File: config.mk
export PLATFORM = sky130hd
export DESIGN_NAME = pwd_cand_gen
export DESIGN_NICKNAME = d
export VERILOG_FILES = /design/src/rtl/pwd_cand_gen.sv
export SDC_FILE = /design/constraint.sdc
export NUM_CORES = 1
export LEC_CHECK = 0
export CAP_MARGIN = 15
export CORE_UTILIZATION = 39
export CTS_CLUSTER_SIZE = 24
export DETAILED_ROUTE_END_ITERATION = 8
export GPL_ROUTABILITY_DRIVEN = 0
export PLACE_DENSITY = 0.83
export SLEW_MARGIN = 20
export SYNTH_ARGS = -nofsm -noshare
export SYNTH_HDL_FRONTEND = slang
export SYNTH_SLANG_ARGS = --single-unit
File: constraint.sdc
create_clock -name clk -period 2.8 [get_ports clk]
set_input_delay 0.84 -clock clk [delete_from_list [all_inputs] [get_ports clk]]
set_output_delay 0.84 -clock clk [all_outputs]
set_load 0.05 [all_outputs]
File: src/rtl/pwd_cand_gen.sv
// pwd_cand_gen: enumerates every string over a contiguous charset, shortest length first,
// presenting one candidate per cycle over a valid/ready handshake.
module pwd_cand_gen #(
  parameter int MIN_LEN = 1,
  parameter int MAX_LEN = 4,
  parameter logic [7:0] CHAR_FIRST = 8'h61,
  parameter logic [7:0] CHAR_LAST = 8'h7A
) (
  input  logic         clk,
  input  logic         reset,
  input  logic         start,
  input  logic         stop,
  input  logic         cand_ready,
  output logic         cand_valid,
  output logic [255:0] data,
  output logic [63:0]  data_length,
  output logic         busy,
  output logic         done,
  output logic [63:0]  count
);
  typedef enum logic [1:0] {S_IDLE, S_GEN, S_DONE} state_t;
  state_t state, nxt_state;
  logic [5:0] len, nxt_len;
  logic [255:0] chars, nxt_chars;
  logic [63:0] cnt;
  logic carry, last, xfer;

  function automatic logic [255:0] fill(input logic [5:0] n);
    fill = '0;
    for (int i = 0; i < 32; i++) if (6'(i) < n) fill[8*i+:8] = CHAR_FIRST;
  endfunction

  // Odometer: carry ripples up from the low byte; a full carry-out means every byte was at CHAR_LAST
  always_comb begin
    nxt_chars = '0;
    carry = 1'b1;
    for (int i = 0; i < MAX_LEN; i++)
      if (6'(i) < len) begin
        nxt_chars[8*i+:8] = !carry ? chars[8*i+:8] :
                            chars[8*i+:8] == CHAR_LAST ? CHAR_FIRST : chars[8*i+:8] + 8'd1;
        carry = carry && chars[8*i+:8] == CHAR_LAST;
      end
    last = carry && len == 6'(MAX_LEN);
    nxt_len = carry ? len + 6'd1 : len;
    if (carry) nxt_chars = fill(nxt_len);
  end

  assign xfer = cand_valid && cand_ready;

  always_ff @(posedge clk or negedge reset)
    if (!reset) state <= S_IDLE;
    else state <= nxt_state;

  always_comb begin
    nxt_state = state;
    if (state == S_GEN) nxt_state = stop ? S_IDLE : (xfer && last) ? S_DONE : S_GEN;
    else if (start) nxt_state = S_GEN;
  end

  always_comb begin
    cand_valid = state == S_GEN;
    busy = state == S_GEN;
    done = state == S_DONE;
    data = chars;
    data_length = 64'(len);
    count = cnt;
  end

  // Bytes above the current length stay zero because chars is only ever loaded from fill() or the odometer
  always_ff @(posedge clk or negedge reset)
    if (!reset) begin
      chars <= '0;
      len <= '0;
      cnt <= '0;
    end else if (state != S_GEN && start) begin
      chars <= fill(6'(MIN_LEN));
      len <= 6'(MIN_LEN);
      cnt <= '0;
    end else if (state == S_GEN && xfer) begin
      cnt <= cnt + 64'd1;
      if (!stop && !last) begin
        chars <= nxt_chars;
        len <= nxt_len;
      end
    end
endmodule

== After elaboration in Yosys (flattened, before gate mapping) ==
Cells that the tools add are included.

* Add/subtract/negate cells: 6
* Multiplexer cells: 61
* Equality and inequality tests: 11
* Order comparisons: 36
* Reductions and logical operators: 18

{| class="wikitable"
|+ Operators by type and width
! operator !! count
|-
| $mux W256 || 3
|-
| $mux W255 || 1
|-
| $mux W7 || 32
|-
| $mux W64 || 2
|-
| $lt A5 B6 Y1 const A || 16
|-
| $mux W8 || 11
|-
| $add A64 B1 Y64 const B || 1
|-
| $lt A4 B6 Y1 const A || 8
|-
| $add A8 B1 Y8 const B || 4
|-
| $eq A8 B7 Y1 const B || 4
|-
| $lt A1 B6 Y1 const A || 4
|-
| $lt A2 B6 Y1 const A || 4
|-
| $lt A3 B6 Y1 const A || 4
|-
| $mux W6 || 4
|-
| $ne A4 B3 Y1 const B || 3
|-
| $logic_and A1 B1 Y1 || 9
|-
| $reduce_and A3 Y1 || 3
|-
| $mux W2 || 4
|-
| $add A6 B1 Y6 const B || 1
|-
| $eq A6 B3 Y1 const B || 1
|-
| $reduce_bool A2 Y1 || 3
|-
| $mux W1 || 4
|-
| $eq A2 B1 Y1 const B || 1
|-
| $eq A2 B2 Y1 const B || 1
|-
| 3 further kinds || 4
|}

* Output and inout port bits: 387
* Bits in registers: 328
* Logic and storage cells: 139
* Input bits: 5

== Depth between registers and ports, before layout ==
Gate-level depths: netlist of run 1.

* Depth in word-level cells: 15
* Gate-level depth with buffers: 11
* Depth with buffers taken out: 9

== Least setup slack after synthesis of run 1 ==
OpenSTA, ideal clock, no wires.

* Path kind: register to register
* From: register chars[1], in the netlist data[1]
* To: register chars[21], in the netlist data[21]
* Clock period less this slack: 3.099 ns
* Path slack: -0.299 ns
* Setup time: 0.126 ns
* Path buffers: 1
* Arrival time: 2.973 ns
* Stages on the path, launching flop included: 10
* Cell sequence: dfrtp_1 -> ha_1 -> or3b_2 -> o2bb2a_2 -> a2111oi_4 -> buf_4 -> mux2i_1 -> nand3_1 -> a41oi_1 -> o22ai_1

* Longest elaborated chain between the ends: 15
* Elaborated cells between the ends (all ways): 21
* Classes of those cells: order compare: 1; eq/ne: 2; mux: 10; reduce/logical: 8

{| class="wikitable"
|+ Ends and longest elaborated chain
! item !! line !! RTL
|-
| start, declared || 24 || <nowiki>logic [255:0] chars, nxt_chars;</nowiki>
|-
| start signal, assigned || 76 || <nowiki>chars <= fill(6'(MIN_LEN));</nowiki>
|-
| start signal, assigned || 82 || <nowiki>chars <= nxt_chars;</nowiki>
|-
| $eq A8 B7 Y1 (*) || 41 || <nowiki>carry = carry && chars[8*i+:8] == CHAR_LAST;</nowiki>
|-
| $mux W1 (*) || 38 || <nowiki>if (6'(i) < len) begin</nowiki>
|-
| $logic_and A1 B1 Y1 || 41 ||
|-
| $mux W1 (*) || 38 ||
|-
| $logic_and A1 B1 Y1 || 41 ||
|-
| $mux W1 || 38 ||
|-
| $logic_and A1 B1 Y1 || 41 ||
|-
| $mux W1 || 38 ||
|-
| $mux W6 || 44 || <nowiki>nxt_len = carry ? len + 6'd1 : len;</nowiki>
|-
| $lt A2 B6 Y1 || 30 || <nowiki>for (int i = 0; i < 32; i++) if (6'(i) < n) fill[8*i+:8] = CHAR_FIRST;</nowiki>
|-
| $mux W7 || 30 ||
|-
| $mux W255 || 45 || <nowiki>if (carry) nxt_chars = fill(nxt_len);</nowiki>
|-
| $mux W256 || 81 || <nowiki>if (!stop && !last) begin</nowiki>
|-
| $mux W256 || 79 || <nowiki>end else if (state == S_GEN && xfer) begin</nowiki>
|-
| $mux W256 || 75 || <nowiki>end else if (state != S_GEN && start) begin</nowiki>
|}

Every way passes the cells marked *; elsewhere a longest branch is shown, timed or not. The select of a mux whose other input is x is not followed.
A chain may end at the register's enable or synchronous reset.

== Final worst setup path of run 1 ==
* From: register len[5]
* To: register chars[14], in the netlist data[14]

* Longest elaborated chain between the ends: 15
* Elaborated cells between the ends (all ways): 27
* Classes of those cells: add/sub: 1; order compare: 5; eq/ne: 2; mux: 11; reduce/logical: 8

{| class="wikitable"
|+ Ends and longest elaborated chain
! item !! line !! RTL
|-
| start, declared || 23 || <nowiki>logic [5:0] len, nxt_len;</nowiki>
|-
| start signal, assigned || 77 || <nowiki>len <= 6'(MIN_LEN);</nowiki>
|-
| start signal, assigned || 83 || <nowiki>len <= nxt_len;</nowiki>
|-
| $lt A1 B6 Y1 || 38 ||
|-
| $mux W1 || 38 ||
|-
| $logic_and A1 B1 Y1 || 41 ||
|-
| $mux W1 || 38 ||
|-
| $logic_and A1 B1 Y1 || 41 ||
|-
| $mux W1 || 38 ||
|-
| $logic_and A1 B1 Y1 || 41 ||
|-
| $mux W1 || 38 ||
|-
| $mux W6 || 44 ||
|-
| $lt A1 B6 Y1 || 30 ||
|-
| $mux W7 || 30 ||
|-
| $mux W255 || 45 ||
|-
| $mux W256 || 81 ||
|-
| $mux W256 || 79 ||
|-
| $mux W256 || 75 ||
|}

Several ways; a longest one is shown, not always the timed one. The select of a mux whose other input is x is not followed.

==> results of run 1 <==
-- cells in the mapped netlist, types with 3 or more instances --
cell | count | area [µm²]
nand2_1 | 88 | 330
nand3_1 | 53 | 265
a21oi_1 | 38 | 190
nor3_1 | 20 | 100
nand3b_1 | 3 | 22.5
a31oi_1 | 8 | 50.1
or2_2 | 4 | 25.0
dfrtp_1 | 132 | 3300
o211ai_1 | 6 | 45.0
a21o_1 | 4 | 30.0
nand4_1 | 20 | 125
buf_4 | 256 | 1920
and2_1 | 11 | 68.8
o22ai_1 | 4 | 25.0
a211o_1 | 5 | 43.8
buf_1 | 5 | 18.8
mux2i_1 | 3 | 30.0
nand2b_1 | 7 | 43.8
o31ai_1 | 14 | 105
a41oi_1 | 3 | 26.3
nor2_1 | 96 | 360
a31o_2 | 3 | 26.3
clkbuf_1 | 16 | 60.1
inv_1 | 18 | 67.6
and3_1 | 20 | 125
o21ai_0 | 55 | 275
or3_1 | 9 | 56.3
nor4_1 | 6 | 37.5
o21ai_1 | 5 | 25.0
a22o_1 | 5 | 43.8
and4_1 | 6 | 52.6
xor2_1 | 41 | 359
ha_1 | 11 | 138
xnor2_1 | 18 | 158
buf_2 | 11 | 55.1
-- state kept, by name (all words and copies together), names as in the netlist --
register  cells
count        64
len           6
state         2
data         60
-- layout by cell type, fill, tap and decap left out, drive strengths merged, types with 18 or more instances in the layout --
cell / Yosys / layout
clkdlybuf4s50: 0 / 184
nand3: 53 / 53
nor2: 97 / 97
inv: 18 / 20
xnor2: 18 / 18
nor3: 20 / 20
buf: 274 / 125
xor2: 41 / 41
conb: 1 / 198
nand4: 20 / 20
and3: 20 / 20
nand2: 88 / 88
dfrtp: 132 / 132
a21oi: 38 / 38
clkbuf: 16 / 22
o21ai: 62 / 62
-- power breakdown --
group,switching (W),internal (W),total [W]
Sequential,0.0000322,0.00194,0.00197
Combinational,0.000946,0.000201,0.00115
Clock,0.000861,0.00129,0.00215
-- kinds of logic after synthesis --
logic type | share of synthesized area
DFF | 0.366
other | 0.000416
and+or+nand+nor | 0.194
buffers and inverters | 0.238
adders and majority gates | 0.0153
AOI/OAI and AO/OA | 0.125
xor gates and xnor gates | 0.0573
muxes | 0.00333
-- cell type report --
class	instances	share of cell area
Multi-Input combinational cell	800	0.384
Sequential cell	132	0.281
Timing Repair Buffer	313	0.251
Clock buffer	21	0.0398
Tap cell	285	0.0302
Clock inverter	11	0.00857
Inverter	18	0.00571
-- stage by stage --
step	area (µm²)	setup slack, ns	std cells	util
floorplan	9830	-0.00119	1240	-
global placement	10900	-0.105	1530	0.480
detailed placement	10900	-0.191	1530	0.480
CTS	11500	0.00378	1563	0.507
global route	11800	-0.174	1580	0.522
finish	11800	-0.0105	1580	0.522
-- path summary, 6_finish.rpt --
kind,startpoint,endpoint
hold reg to reg,data[158],data[158]
hold / removal,reset,count[47]
min in group clk,data[158],data[158]
max in group asynchronous,reset,data[22]
setup reg to reg,len[5],data[14]
setup / recovery,len[5],data[14]
-- per-layer routing --
layer	up-vias	share of wire
met3	33	0.071
met5	-	0
met2	413	0.49
met4	0	0.016
met1	3801	0.42
li1	3596	-
-- repair_timing --
action,CTS,global route
setup buffers,1,16
gates resized for setup,9,37
gates cloned,0,1
pin swaps,2,13
endpoints found under the setup margin,24,49
==> impl_metrics.tcl, run 1 <==
set metrics [dict create \
    run_status "finished, violations left" \
    violated_checks "setup timing" \
    syn_area_per_cell_um2 8.65 \
    cp_num_cells 10 \
    ioPinCount 392 \
    insertion_delay_ns 0.43 \
    end_kind "register" \
    drive_gt1_frac 0.169 \
    power-per-cell-area_nw_per_um2 446 \
    initialDrtViolationCount 629 \
    top_usage_layer "met2" \
    yosys_warnings 0 \
    pin_count_of_the_biggest_net_entering_global_routing 67 \
    clock_sinks 132 \
    rsz0062_at_grt "yes" \
    finalSetupViolations 3 \
    setup_slack_ns -0.0105 \
    number_of_port_buffers 193 \
    vias_in_the_first_global_route 7045 \
    hold_path_class "input port to async pin" \
    avgViaCountPerCell 4.96 \
    die_width_um 154 \
    globalRouteTotalUtil 0.196 \
    critical_path_required_ns 3.10 \
    antenna_cells_inserted 0 \
    max_cap_viol_count 0 \
    critPathTopFamily "simple AND/OR/NAND/NOR gates" \
    cp_slowest_stage_delay_ns 0.60 \
    synth-async-reset-ratio 1.00 \
    row_count 55 \
    antenna_found_initial 0 \
    worst_hold_slack_ns 0.393 \
    cts_made_buffers 17 \
    remaining_drc_errors 0 \
    total_leakage_power_nw 5.42 \
    shortest_clock_period_the_worst_path_allows_after_layout_ns 2.81 \
    filler_cell_count 1980 \
    grtUsageMet2 0.322 \
    ys_seq_area_frac 0.366 \
    routed_wirelength_mm 24.6 \
    yosys_cell_types 66 \
    clock-skew-final_ns 0.0204 \
    master_cell_of_the_clock_root_buffer "clkbuf_16" \
    pre_repair_dr_iteration_count 5 \
    critical_path_arrival_ns 3.11 \
    area_growth_pct 31.1 \
    critPathSlowestCell "or4_4" \
    max-slew-margin-rel 0.609 \
    worstPathCellList "or4_4 -> o22ai_4 -> buf_4 -> nand4_1 -> mux2i_1 -> buf_4 -> buf_4 -> and3_4 -> nor3_1 -> a211o_1" \
    h-tree-depth 4 \
    flop_to_flop_setup_slack_ns -0.01 \
    path_buf_inv 3 \
    criticalPathCategory "register to register" \
    floorplan.die_area_um2 23700 \
    synth-edff-count 0 \
    worst_slew_pin_slew_ns 0.584 \
    cts_buffer_depth 2 \
    cell_area_after_synthesis_um2 9020 \
    startpoint_type "register" \
    fmax_mhz 356 \
    placeableCoreArea_um2 22600 \
    fin_total_pwr_w 0.00527 \
    dieHeight_um 154 \
    cts.hold.buffers_added 0 \
    area.sequential_um2 3320 \
    route.detailed.wl_per_inst_um 15.6 \
    dr_total_vias 7843 \
    area_of_the_multi_input_gates_um2 4540 \
    ys_dominant_reg_cell "dfrtp_1" \
    irDropWorstVdd_mv 0.280 \
    floorplan.initialDensity 0.398 \
    use_met3 0.0411 \
    nets 1298 \
    reg2regPathDepth 10 \
    timing_hold_violations_final 0 \
    drv_slew 0 \
    finalSetupTns_ns -0.0252 \
    groute.layer.met1.usage 0.251 \
    tritoncts "built" \
    postRouteAntennaNets 0 \
    critical_path_peak_fanout 7 \
    dp.final_hpwl_mm 17.8 \
    synthesis.instances 1043 \
    grt_overflow 0 \
    clk_transition_reported_paths_ns 0.06 \
    fin_crit_sh 1.00 \
    critical_path.most_common_cell "buf_4" \
    yosys_register_bits 132 \
    wire_length_of_the_first_global_routing_pass_mm 36.9 \
]
(Power assumes the default switching activity.)
==> run 2, diff against run 1 <==
- CELL_PAD_IN_SITES_DETAIL_PLACEMENT: default -> 0
- CELL_PAD_IN_SITES_GLOBAL_PLACEMENT: default -> 1
- CORE_UTILIZATION: 39 -> 28
==> run 2 against run 1 <==
The flow now finishes without violations; wire length grew 0.88%; register-to-register slack improved by 0.07 ns; clock skew decreased by 0.0093 ns; maximum frequency increased by 2.5%; die area is 39% higher; sequential share of layout area hardly changed; core utilization down 15 points; final cell count up 7.3%; sequential power hardly changed; first-iteration DRC count decreased by 26%; design area up 0.15%; sequential cell count unchanged; critical endpoint is now data[246].
==> impl_metrics.tcl, run 2 (synthesis results as in run 1) <==
set metrics [dict create \
    finalSetupTns_ns 0 \
    clock-skew-final_ns 0.0111 \
    final_core_util 0.374 \
    critical_path_arrival_ns 3.06 \
    globalRouteTotalUtil 0.144 \
    antenna_found_initial 0 \
    post_detailed_placement_cell_area_um2 11000 \
    fmax_mhz 365 \
    grt_overflow 0 \
    end_kind "register" \
    worst_hold_slack_ns 0.330 \
    flop_to_flop_setup_slack_ns 0.06 \
    placeableCoreArea_um2 31600 \
    largest_reg_flops 64 \
    pre_repair_dr_iteration_count 5 \
    path_buf_inv 3 \
    clock_sinks 132 \
    worstPathCellList "or4_4 -> o31a_1 -> a2111oi_4 -> buf_4 -> buf_4 -> buf_2 -> o21ai_0 -> a31o_2 -> a21oi_1 -> o21ai_1" \
    wire_length_of_the_first_global_routing_pass_mm 37.6 \
    r2r-end "data[246]" \
    final_common_cell "conb_1" \
    crit-reg2reg-launch "len[3]" \
    irDropWorstVdd_mv 0.306 \
    h-tree-depth 4 \
    antenna_cells_inserted 0 \
    critPathTopFamily "compound AO/OA/AOI/OAI gates" \
    vias_in_the_first_global_route 6760 \
    floorplan.die_area_um2 32900 \
    pin_count_of_the_biggest_net_entering_global_routing 67 \
    reg2regPathDepth 10 \
    filler_cell_count 3221 \
    routed_wirelength_mm 24.8 \
    cts_buffer_depth 2 \
    clk_transition_reported_paths_ns 0.07 \
    shortest_clock_period_the_worst_path_allows_after_layout_ns 2.74 \
    number_of_port_buffers 193 \
    total_leakage_power_nw 5.32 \
    critical_path_required_ns 3.11 \
    insertion_delay_ns 0.43 \
    cts_made_buffers 17 \
    die_width_um 181 \
    avgViaCountPerCell 4.53 \
    dieHeight_um 181 \
    cp_slowest_stage_delay_ns 0.61 \
    critical_path.most_common_cell "buf_4" \
    drv_slew 0 \
    master_cell_of_the_clock_root_buffer "clkbuf_16" \
    timing_hold_violations_final 0 \
    hold_path_class "input port to async pin" \
    mostFrequentLayoutCells "198 x conb_1, 186 x clkdlybuf4s50_1, 120 x dfrtp_1, 110 x buf_4, 94 x nor2_1" \
    postLayoutCellArea_um2 11800 \
    startpoint_type "register" \
    max_cap_viol_count 0 \
    floorplan.initialDensity 0.285 \
    critPathSlowestCell "or4_4" \
    cts.hold.buffers_added 0 \
    nets 1296 \
    drive_gt1_frac 0.161 \
    run_status "completed" \
    fin_crit_sh 0.979 \
    ioPinCount 392 \
    worst_slew_pin_slew_ns 0.615 \
    initialDrtViolationCount 465 \
    dr_total_vias 7672 \
    finalSetupViolations 0 \
    rsz0062_at_grt "yes" \
    dp.final_hpwl_mm 18.5 \
    tritoncts "built" \
    critical_path_peak_fanout 6 \
    postRouteAntennaNets 0 \
    route.detailed.wl_per_inst_um 14.6 \
    power-per-cell-area_nw_per_um2 449 \
    criticalPathCategory "register to register" \
    area_growth_pct 31.3 \
    row_count 65 \
    max-slew-margin-rel 0.588 \
    remaining_drc_errors 0 \
    fin_total_pwr_w 0.00532 \
]
run 2: cell count changes in the layout (fill, tap and decap cells not counted), sizes merged:
cell / delta
clkbuf: -4
dlymetal6s2s: -2
clkinvlp: -2
clkdlybuf4s50: +2
inv: +6
clkinv: -1
dlygate4sd2: +2
buf: -3
run 2: cell type report:
class                   count  area [µm²]  share of cell area
flip-flops and latches    132        3320               0.280
clock inverters            14         140              0.0118
well taps                 402         503              0.0425
inverters                  18        67.6             0.00570
clock buffers              18         439              0.0371
repair buffers            311        2900               0.245
multi-input cells         800        4470               0.378
run 2: timing repair:
item                       in CTS  in global routing
pin swaps                       5                  7
hold endpoints to repair        0                  0
gates cloned                    0                  1
resized for setup               7                 23
setup buffers                   1                 16
setup endpoints to repair      24                 52
run 2: power breakdown:
part	total (W)	leakage, nW	switching [W]	internal, W
clock network	0.00224	0.281	0.000972	0.00127
logic	0.00111	3.24	0.000932	0.000175
registers	0.00197	1.80	0.0000305	0.00194
total	0.00532	5.32	0.00193	0.00338
run 2: routing by layer:
| metal | vias up | track usage | share of wire |
|---|---|---|---|
| met3 | 25 | 0.0373 | 0.064 |
| met2 | 318 | 0.234 | 0.48 |
| met5 | - | 0 | 0 |
| met1 | 3725 | 0.187 | 0.44 |
| li1 | 3604 | - | - |
| met4 | 0 | 0.0420 | 0.012 |
run 2: worst max-delay path by stage:
stage	start	to	slack (ns)	cells after the start
2_1_floorplan	len[2]	data[29]	-0.001	10
3_3_place_gp	cand_ready	count[57]	-0.17	9
3_5_place_dp	cand_ready	count[57]	-0.21	9
4_1_cts	data[0]	data[21]	-0.01	10
5_1_grt	len[3]	data[238]	-0.03	10
6_report	len[3]	data[246]	0.06	10
run 2: per-stage QoR:
stage | setup WS [ns] | std cells
6_report | 0.0581 | 1695
5_1_grt | -0.0273 | 1695
4_1_cts | -0.0104 | 1678
3_5_place_dp | -0.213 | 1645
3_3_place_gp | -0.174 | 1645
2_1_floorplan | -0.00119 | 1240
